**src/rtl/eth_fcs_checker_pkg.sv**
```systemverilog
// Shared constants, FSM state type and the byte-wise reflected CRC-32 step
// used by the Ethernet FCS checker.
package eth_fcs_checker_pkg;

  localparam logic [31:0] CRC32_POLY    = 32'hEDB8_8320;
  localparam logic [31:0] CRC32_INIT    = 32'hFFFF_FFFF;
  localparam logic [31:0] CRC32_RESIDUE = 32'hDEBB_20E3;

  localparam int unsigned ETH_MIN_FRAME = 64;
  localparam int unsigned ETH_MAX_FRAME = 1522;

  typedef enum logic [1:0] {IDLE, BODY, DROP} fcs_state_t;

  // One byte through the LSB-first CRC-32, without final inversion.
  function automatic logic [31:0] crc32_byte(input logic [31:0] crc, input logic [7:0] data);
    logic [31:0] c;
    c = crc ^ {24'h0, data};
    for (int i = 0; i < 8; i++) begin
      c = c[0] ? ((c >> 1) ^ CRC32_POLY) : (c >> 1);
    end
    return c;
  endfunction

endpackage

```
**src/rtl/eth_fcs_checker_crc.sv**
```systemverilog
// Combinational multi-byte CRC-32 step: applies the enabled bytes of one beat
// in wire order (byte 0 first).
module eth_fcs_checker_crc
  import eth_fcs_checker_pkg::*;
#(
  parameter int unsigned DATA_BYTES = 4
) (
  input  logic [31:0]             crc_in,
  input  logic [8*DATA_BYTES-1:0] data,
  input  logic [DATA_BYTES-1:0]   keep,
  output logic [31:0]             crc_out
);

  always_comb begin
    crc_out = crc_in;
    for (int i = 0; i < DATA_BYTES; i++) begin
      if (keep[i]) begin
        crc_out = crc32_byte(crc_out, data[8*i +: 8]);
      end
    end
  end

endmodule

```
**config.mk**
```make
export PLATFORM = sky130hd
export DESIGN_NAME = eth_fcs_checker_crc
export DESIGN_NICKNAME = d
export VERILOG_FILES = /design/src/rtl/eth_fcs_checker_pkg.sv /design/src/rtl/eth_fcs_checker_crc.sv
export SDC_FILE = /design/constraint.sdc
export NUM_CORES = 1
export LEC_CHECK = 0
export CELL_PAD_IN_SITES_DETAIL_PLACEMENT = 1
export CELL_PAD_IN_SITES_GLOBAL_PLACEMENT = 1
export CORE_ASPECT_RATIO = 2
export CORE_UTILIZATION = 45
export DETAILED_ROUTE_END_ITERATION = 6
export PLACE_DENSITY_LB_ADDON = 0.1
export SLEW_MARGIN = 10
export SYNTH_ARGS = -nofsm -noshare
export SYNTH_HDL_FRONTEND = slang
export SYNTH_SLANG_ARGS = --single-unit
```
**constraint.sdc**
```tcl
create_clock -name vclk -period 17.75
set_input_delay 2.6625 -clock vclk [all_inputs]
set_output_delay 2.6625 -clock vclk [all_outputs]
set_load 0.05 [all_outputs]
```
* Yosys cells after proc, flatten, opt, wreduce, memory -nomap -nowiden
Cells that the tools add are included. Widths: inputs -> output; s select.
Cells by class: bitwise logic cells 36, muxes and demuxes 36
Operators with widths (number):
- $mux 32 | 36
- $not 13->14 | 32
- $xor 32x8->32 | 4
Storage, ports and cells: logic and storage cells 72, register bits 0, bits of input ports 68, output and inout bits 32

* Logic depth before layout (Yosys ltp)
depth after elaboration 72, mapped depth 17, gate-level depth less buffers 14

* Worst setup path after synthesis
OpenSTA, ideal clock, no wires.
path type input-to-output, from input crc_in[5], to output crc_out[19], arrival time 7.834 ns, stages on the path 15, required time 15.087 ns, slack 7.254 ns, cells stage by stage buf_2 xnor2_2 xnor3_1 mux2i_2 xnor2_4 xnor2_4 xnor3_1 mux2i_4 xnor3_2 xor2_1 mux2i_4 xnor3_2 xor2_1 xnor3_1 mux2i_1
On the way: longest elaborated chain between the ends 50, elaborated cells on any way between the ends 65
Ends and longest elaborated chain:
- start, declared | RTL line eth_fcs_checker_crc.sv:8 | input logic [31:0] crc_in,
- $xor 32x8->32 | RTL line eth_fcs_checker_pkg.sv:17 | c = crc ^ {24'h0, data};
- $mux 32 (8 in a row) | RTL line eth_fcs_checker_pkg.sv:19 | c = c[0] ? ((c >> 1) ^ CRC32_POLY) : (c >> 1);
- $mux 32 (*) | RTL line eth_fcs_checker_crc.sv:17 | if (keep[i]) begin
- $xor 32x8->32 | RTL line eth_fcs_checker_pkg.sv:17
- $mux 32 (3 in a row) | RTL line eth_fcs_checker_pkg.sv:19
- $not 13->14 (no source line)
- $mux 32 | RTL line eth_fcs_checker_pkg.sv:19
- $not 13->14 (no source line)
- [24 not listed]
- $mux 32 (2 in a row) | RTL line eth_fcs_checker_pkg.sv:19
- $not 13->14 (no source line)
- $mux 32 | RTL line eth_fcs_checker_pkg.sv:19
- $not 13->14 (no source line)
- $mux 32 | RTL line eth_fcs_checker_pkg.sv:19
- $not 13->14 (no source line)
- $mux 32 | RTL line eth_fcs_checker_pkg.sv:19
- $mux 32 (*) | RTL line eth_fcs_checker_crc.sv:17
- end, declared | RTL line eth_fcs_checker_crc.sv:11 | output logic [31:0] crc_out
Mark *: on every way between the ends. The rest lies on a longest branch, timed or not.

* Worst setup path in the final report
Ends and elaborated chain as after synthesis.

==> metrics.cfg <==
[status]
status=complete, no violations

[cells_and_area]
fillers=1304
fin_nets=692
mostFrequentLayoutCells=xnor2_1, clkdlybuf4s50_1, mux2i_1
diodes=0
multi_input_area_um2=5100
drive_gt1_share_pct=7.878
final_common_cell=xnor2_1
nFlopsAndLatches=0
ff_latch_area_um2=0
clkbuf_count=0
area_delta_synth_final_pct=20.76

[detailed_routing]
antenna_left=0
wl_per_cell_um=22.69
drc=0
drt_iter0_markers=97
viasPerCell=5.537
vias=4230
wl_um=17340
drt_first_pass_iters=4

[sta]
hold_viol=0
fin_crit_ns=12.21
slew_viol_final=0
rsz0062_at_grt=no
setup_tns_ns=0
relSlewSlack_pct=38.65
tightest_slew_ns=0.9203
finalCritPeriodShare_pct=68.79
fmax_mhz=81.90
finalSetupViolations=0

[setup_path]
cp_max_fo=6
cp_cell_sequence=clkdlybuf4s50_1 -> xnor2_2 -> xnor3_1 -> mux2i_2 -> xnor2_4 -> xnor2_4 -> xnor3_1 -> mux2i_4 -> xnor3_2 -> xor2_1 -> mux2i_4 -> xnor3_2 -> xor2_1 -> xnor3_1 -> mux2i_1 -> clkdlybuf4s50_1
critical_path.max_stage_delay_ns=0.83
crit_path_start_kind=input pin
crit_family=XOR/XNOR gates
worst_setup_path_end_kind=output pin
worstPathRequired_ns=15.09
cp_num_cells=16
path_common_cell=xnor3_1
cp.arrival_ns=9.55
cpMaxStageDelayCell=clkdlybuf4s50_1
worst-path-buf-inv=2
crit_type=in -> out

[hold_path]
hold-path-cell-count=3
hp-class=in -> out
hold_start=keep[3]
min_to=crc_out[7]

[logic_synthesis]
syn_area_um2=5214
yosys.area_share.simple_pct=7.463
synth_top_family_by_area=XOR/XNOR gates
syn_inst=544
syn-num-nets=612
synth_compound_area_share_pct=8.183
synth.avg_cell_area_um2=9.584
synthAdderAreaFrac_pct=0
ys_warn_count=0
yosysSeqAreaShare_pct=0
synthMuxAreaShare_pct=16.29
synth_xor_area_share_pct=65.87
synthDistinctLibCells=43

[floorplan]
num_io_pins=100
die_w_um=78.11
core.rowCount=55
fp.dieH_um=154.2
dieArea_um2=12050
coreArea_um2=11290
start_util_pct=46.20

[placement]
port_buffers=100
hpwlAfterDp_um=15660
gp_congestion=0.9337

[global_route]
grt_max_degree=45
grt_pass1_vias=4647
gr-total-overflow=0
grt_pass1_wl_um=25840
track_usage_pct=29.00
antenna_found_initial=0

[flow_run]
max-cap-violations=0

[clock_network]
postCtsSetupBuffers=0
cts_hold_repair.buffers=0
cts_resized=0

cell type report:
cell class,instances,area share (%)
multi-input cells,515,81.00
repair buffers,103,15.94
well taps,142,2.822
inverters,4,0.2385
per-layer routing:
metal,track usage (%),wire [um],vias up
li1,-,-,2010
met1,23.69,5111,2048
met2,64.16,10740,126
met3,0.5310,301,46
met4,15.87,1184,0
met5,0,0,-
per-stage QoR:
| step | std cells | instance area [um2] | setup slack, ns | utilization (%) | hold slack [ns] |
|---|---|---|---|---|---|
| after floorplan | 544 | 5214 | 7.254 | - | 5.843 |
| after global placement | 764 | 6296 | 5.589 | 55.79 | 6.625 |
| after detailed placement | 764 | 6296 | 5.511 | 55.79 | 6.638 |
| after CTS | 764 | 6296 | 5.501 | 55.79 | 6.637 |
| after global routing | 764 | 6296 | 5.397 | 55.79 | 6.683 |
| final | 764 | 6296 | 5.540 | 55.79 | 6.629 |
synth_stat cells (all sizes together):
library cell / count / area (um2)
nand2b: 2 / 12.51
o211a: 1 / 10.01
nor3: 2 / 10.01
inv: 3 / 11.26
a31o: 1 / 8.760
a2111o: 2 / 22.52
clkbuf: 20 / 75.07
o21ai: 16 / 80.07
and3: 2 / 12.51
a21o: 5 / 37.54
xor2: 55 / 500.5
o2111ai: 1 / 15.01
xnor2: 166 / 1675
a21oi: 31 / 155.2
o211ai: 1 / 7.510
mux2i: 70 / 782.0
o21a: 4 / 30.03
clkinv: 1 / 3.750
o2bb2ai: 1 / 8.760
nand3: 1 / 5.000
nor2: 43 / 161.4
or3: 1 / 6.260
a41oi: 2 / 17.52
nor3b: 4 / 30.03
a211oi: 1 / 7.510
xor3: 14 / 332.8
mux2: 6 / 67.56
xnor3: 41 / 925.9
or2: 2 / 12.52
o221ai: 1 / 8.760
nand2: 37 / 138.9
buf: 5 / 23.77
a21boi: 1 / 11.26
a31oi: 1 / 6.260
logic make-up (layout without fill, tap and decap cells):
kind of cell / count (synthesis) / in the layout
xor+xnor: 276 / 276
simple gates: 94 / 94
mux: 76 / 76
compound gates: 69 / 69
buf+inv: 29 / 107
worst max-delay path by stage:
stage                     startpoint          end
after floorplan            crc_in[5]  crc_out[19]
after detailed placement   crc_in[5]  crc_out[19]
after global placement     crc_in[1]  crc_out[19]
final                      crc_in[5]  crc_out[19]
after global routing       crc_in[1]   crc_out[5]
after CTS                  crc_in[5]  crc_out[19]
Power is not shown: default switching activity piles up to over one toggle a cycle in this logic, so the estimate is an artifact.
